`src/rtl/fetch_unit_pkg.sv`:
```
// fetch_unit_pkg: opcode and state encodings plus default widths for the fetch unit.
package fetch_unit_pkg;

    localparam int AWIDTH_DEF = 5;
    localparam int DWIDTH_DEF = 8;

    typedef enum logic [2:0] {HLT, SKZ, ADD, AND, XOR, LDA, STO, JMP} opcode_t;

    typedef enum logic [1:0] {RUN, HALTED, BREAK} fetch_state_t;

endpackage

```
`src/rtl/fetch_unit_pc_counter.sv`:
```
// pc_counter: program counter with hold enable, load priority over increment, natural wrap.
module pc_counter #(
    parameter int W = 5
) (
    input  logic         clk,
    input  logic         rst_,
    input  logic         en,
    input  logic         load,
    input  logic         inc,
    input  logic [W-1:0] d,
    output logic [W-1:0] q
);

    always_ff @(posedge clk or negedge rst_) begin
        if (!rst_)
            q <= '0;
        else if (en)
            q <= load ? d : inc ? q + 1'b1 : q;
    end

endmodule

```
`src/rtl/fetch_unit.sv`:
```
// fetch_unit: PC/IR fetch datapath with RUN/HALTED/BREAK control.
// Breakpoint logic and the BREAK state exist only when FETCH_BKPT_EN is defined.
import fetch_unit_pkg::*;

module fetch_unit #(
    parameter int AWIDTH = AWIDTH_DEF,
    parameter int DWIDTH = DWIDTH_DEF
) (
    input  logic              clk,
    input  logic              rst_,
    input  logic              inc_pc,
    input  logic              load_pc,
    input  logic              load_ir,
    input  logic              halt,
    input  logic              fetch,
    input  logic [DWIDTH-1:0] data_in,
    input  logic              bkpt_en,
    input  logic [AWIDTH-1:0] bkpt_addr,
    input  logic              resume,
    output opcode_t           opcode,
    output logic [AWIDTH-1:0] ir_addr,
    output logic [AWIDTH-1:0] mem_addr,
    output logic [AWIDTH-1:0] pc,
    output logic              halted,
    output logic              bkpt_hit,
    output logic [7:0]        instr_cnt
);

    fetch_state_t      state;
    logic [DWIDTH-1:0] ir;
    logic              ir_prev;
    logic              rise;

    assign opcode   = opcode_t'(ir[DWIDTH-1:DWIDTH-3]);
    assign ir_addr  = ir[AWIDTH-1:0];
    assign mem_addr = fetch ? pc : ir_addr;
    assign rise     = load_ir && !ir_prev;

    pc_counter #(.W(AWIDTH)) u_pc (
        .clk  (clk),
        .rst_ (rst_),
        .en   (state == RUN && !halt),
        .load (load_pc),
        .inc  (inc_pc),
        .d    (ir_addr),
        .q    (pc)
    );

`ifdef FETCH_BKPT_EN
    logic bkpt_q;
    logic bk_match;
    assign bk_match = rise && bkpt_en && pc == bkpt_addr;
    assign bkpt_hit = bkpt_q;
`else
    logic unused_bkpt;
    assign unused_bkpt = ^{bkpt_en, bkpt_addr, resume};
    assign bkpt_hit    = 1'b0;
`endif

    always_ff @(posedge clk or negedge rst_) begin
        if (!rst_) begin
            state     <= RUN;
            ir        <= '0;
            ir_prev   <= 1'b0;
            instr_cnt <= '0;
            halted    <= 1'b0;
`ifdef FETCH_BKPT_EN
            bkpt_q    <= 1'b0;
`endif
        end else begin
            ir_prev <= load_ir;
            case (state)
                RUN: begin
                    if (halt) begin
                        state  <= HALTED;
                        halted <= 1'b1;
                    end else begin
                        if (load_ir)
                            ir <= data_in;
                        if (rise && instr_cnt != 8'hFF)
                            instr_cnt <= instr_cnt + 8'd1;
`ifdef FETCH_BKPT_EN
                        if (bk_match) begin
                            state  <= BREAK;
                            bkpt_q <= 1'b1;
                        end
`endif
                    end
                end
`ifdef FETCH_BKPT_EN
                BREAK: begin
                    if (resume) begin
                        state  <= RUN;
                        bkpt_q <= 1'b0;
                    end
                end
`else
                BREAK: state <= RUN;
`endif
                default: state <= HALTED;
            endcase
        end
    end

endmodule

```
`config.mk`:
```
export PLATFORM = sky130hd
export DESIGN_NAME = fetch_unit
export DESIGN_NICKNAME = d
export VERILOG_FILES = /design/src/rtl/fetch_unit_pkg.sv /design/src/rtl/fetch_unit_pc_counter.sv /design/src/rtl/fetch_unit.sv
export SDC_FILE = /design/constraint.sdc
export NUM_CORES = 1
export LEC_CHECK = 0
export BUFFER_PORTS_ARGS = -buffer_cell sky130_fd_sc_hd__buf_2
export CAP_MARGIN = 10
export CORE_ASPECT_RATIO = 0.9
export CORE_MARGIN = 2
export CORE_UTILIZATION = 42
export DETAILED_ROUTE_END_ITERATION = 16
export PLACE_DENSITY_LB_ADDON = 0.1
export SETUP_SLACK_MARGIN = 0.5
export SLEW_MARGIN = 5
export SYNTH_ARGS = -nofsm -noshare
export SYNTH_HDL_FRONTEND = slang
export SYNTH_SLANG_ARGS = --single-unit
export TNS_END_PERCENT = 100
```
`constraint.sdc`:
```
create_clock -name clk -period 1.29 [get_ports clk]
set_input_delay 0.129 -clock clk [delete_from_list [all_inputs] [get_ports clk]]
set_output_delay 0.129 -clock clk [all_outputs]
set_load 0.03 [all_outputs]
```
==> impl_metrics.csv <==
group,metric,value,unit
floorplanning,core_area,2703,um^2
detailed_routing,wl_per_cell,16.49,um
layout,drive_above_1_share,0.7800,
placement,placed_area,1663,um^2
clocking,clk_pin_slew,130,ps
sta,hold_violations,0,
sta,timing.fmax,692.5,MHz
layout,final_common_cell,"buf_6",
synth,async_flop_share,1.000,
placement,gp_congestion,0.7836,
layout,final_cell_mix,"51 x buf_6, 32 x buf_4, 15 x dfrtp_2, 14 x mux2_4, 13 x buf_2",
setup_path,max_stage_delay,480,ps
sta,slew_violations,0,
detailed_routing,drt_iter0_markers,23,
synth,synth_ff_type,"dfrtp_1",
outcome,status,"complete, but fails checks",
setup_path,path_class,"register to register",
grt,grt_max_degree,25,
setup_path,crit_fanout,4,
detailed_routing,num_vias,1193,
sta,finalClockSkew,1.998,ps
floorplanning,fp.dieH,54.12,um
pwr,p_total,1.791,mW
setup_path,startpoint_type,"register",
sta,setup_slack,-154.0,ps
sta,period_needed,1444,ps
synth,synth_seq_cells,24,
sta,setup_viol,21,
placement,dpl.cell_count,187,
outcome,violations,"setup timing",
layout,multi_input_area,703.2,um^2
clocking,cts_sinks,24,
floorplanning,die_w,59.69,um
grt,antenna_found_initial,0,
detailed_routing,wirelength,3792,um
floorplanning,io_pins,50,
clocking,root_buffer,"clkbuf_4",
setup_path,crit_path_end_kind,"register",
clocking,htreeDepth,1,
synth,avgSynthCellArea,11.61,um^2
clocking,clockBufferDepth,2,
synth,syn_area,1172,um^2
pwr,vdd_ir_drop_max,0.0009237,V
setup_path,critPathArrivalTime,1700,ps
clocking,cts_tree,"done",
setup_path,critPathSlowestCell,"or4_1",
floorplanning,initial_utilization,0.4338,
grt,grt-ovfl-total,0,
sta,setup-tns-final,-1866,ps
placement,io_buffers,41,
synth,synth-edff-count,0,
synth,yosysSeqAreaShare,0.5123,
clocking,clkLatencyLatePin,310,ps
layout,area.sequential,619.3,um^2
detailed_routing,drtPass1Iterations,4,
floorplanning,dieArea,3230,um^2
layout,antennaDiodeCount,0,
grt,grt_pass1_vias,1146,
detailed_routing,drc,0,
synth,synth_nets,125,
pwr,p_per_area,773.8,nW/um^2
clocking,cts_buffers,3,
detailed_routing,ant_nets,0,
setup_path,worst-path-buf-inv,1,
setup_path,crit_chain,"buf_6 > nor2_4 > o21ai_4 > or4_1 > nand3_1",
grt,grt_usage,0.2139,
layout,layout.nets,225,
grt,grt_pass1_wl,5043,um
layout,stdcell_count,230,
detailed_routing,via_per_inst,5.187,
setup_path,crit_family,"simple AND/OR/NAND/NOR gates",
sta,post-route-period-util,1.119,
synth,yosysUniqueCellTypes,32,
floorplanning,rows,18,
synth,ys.warnings.count,0,
pwr,p_leak,1.137,nW
placement,dpl.hpwl,1878,um
setup_path,required,1550,ps
layout,final_area,2315,um^2
synth,synth_cells,101,
sta,rsz0062_at_grt,"yes",
layout,fillers,132,
layout,area_delta_synth_final,97.44,%
min_path,hp-class,"input port to register",
flow_run,max_cap_viol_count,0,
==> power by group <==
part / internal, mW / switching, mW / total (mW)
combinational: 0.305 / 0.258 / 0.563
sequential: 0.794 / 0.0345 / 0.829
clock: 0.172 / 0.227 / 0.399
==> metal layers <==
layer  GRT usage  wire (um)  part of all wire  vias to the layer above
met3     0.04567        195             0.051                        8
met1      0.2617       1558              0.41                      568
li1            -          -                 -                      568
met5           0          0                 0                        -
met4     0.04444         70             0.018                        0
met2      0.3877       1968              0.52                       49
==> synthesized netlist by cell type, types with 3 or more instances <==
master / number / area, um^2
buf_4: 3 / 22.52
nand2_1: 3 / 11.26
nor2_1: 3 / 11.26
nand3_1: 7 / 35.03
dfrtp_1: 24 / 600.6
inv_1: 3 / 11.26
mux2_2: 14 / 157.7
a21oi_1: 4 / 20.02
nor2b_1: 3 / 18.77
o21ai_0: 5 / 25.02
a31oi_1: 5 / 31.28
==> kinds of logic after synthesis <==
family / synth area share
simple gates: 0.1409
xor+xnor: 0.007472
fa+ha+maj: 0.02134
buf+inv: 0.03308
compound gates: 0.1302
flops: 0.5123
other cells: 0.003199
mux: 0.1515
==> worst paths after layout <==
check	to	start	slack, ps	cells past startpoint
worst max-delay path	u_pc.q[4]	state[0]	-150	5
worst min-delay path	ir[0]	data_in[0]	30	2
worst max register to register	u_pc.q[4]	state[0]	-150	5
worst min register to register	halted	halted	500	1
max in group asynchronous	u_pc.q[1]	rst_	740	2
min in group asynchronous	instr_cnt[4]	rst_	270	2
==> per-stage QoR <==
stage | util | setup slack (ps) | hold WS [ps]
4_1_cts | 0.7884 | -120.9 | 25.35
3_3_place_gp | 0.6153 | -109.9 | 146.9
3_5_place_dp | 0.6153 | -157.6 | 143.2
6_report | 0.8565 | -154.0 | 33.32
5_1_grt | 0.8565 | -208.1 | 17.80
2_1_floorplan | - | -140.8 | -166.6
==> what timing repair did <==
action                                  CTS  global route
hold buffers                              2             0
pin swaps                                 3             5
resized for setup                        78            15
setup buffers                            20            17
endpoints found under the setup margin   50            67
hold endpoints to repair                 25             0
==> sequential cells by signal (all words and copies together) (netlist names) <==
register,flops
ir_prev,1
ir,8
u_pc.q,5
halted,1
state,1
instr_cnt,8
==> area by class of cell <==
cell class | instances | area share
clock buffer | 4 | 0.01568
inverter | 3 | 0.004865
tap | 30 | 0.01622
sequential | 24 | 0.2676
timing repair buffer | 99 | 0.3919
multi-input combinational | 70 | 0.3038
Power figures use the tool's default switching activity.
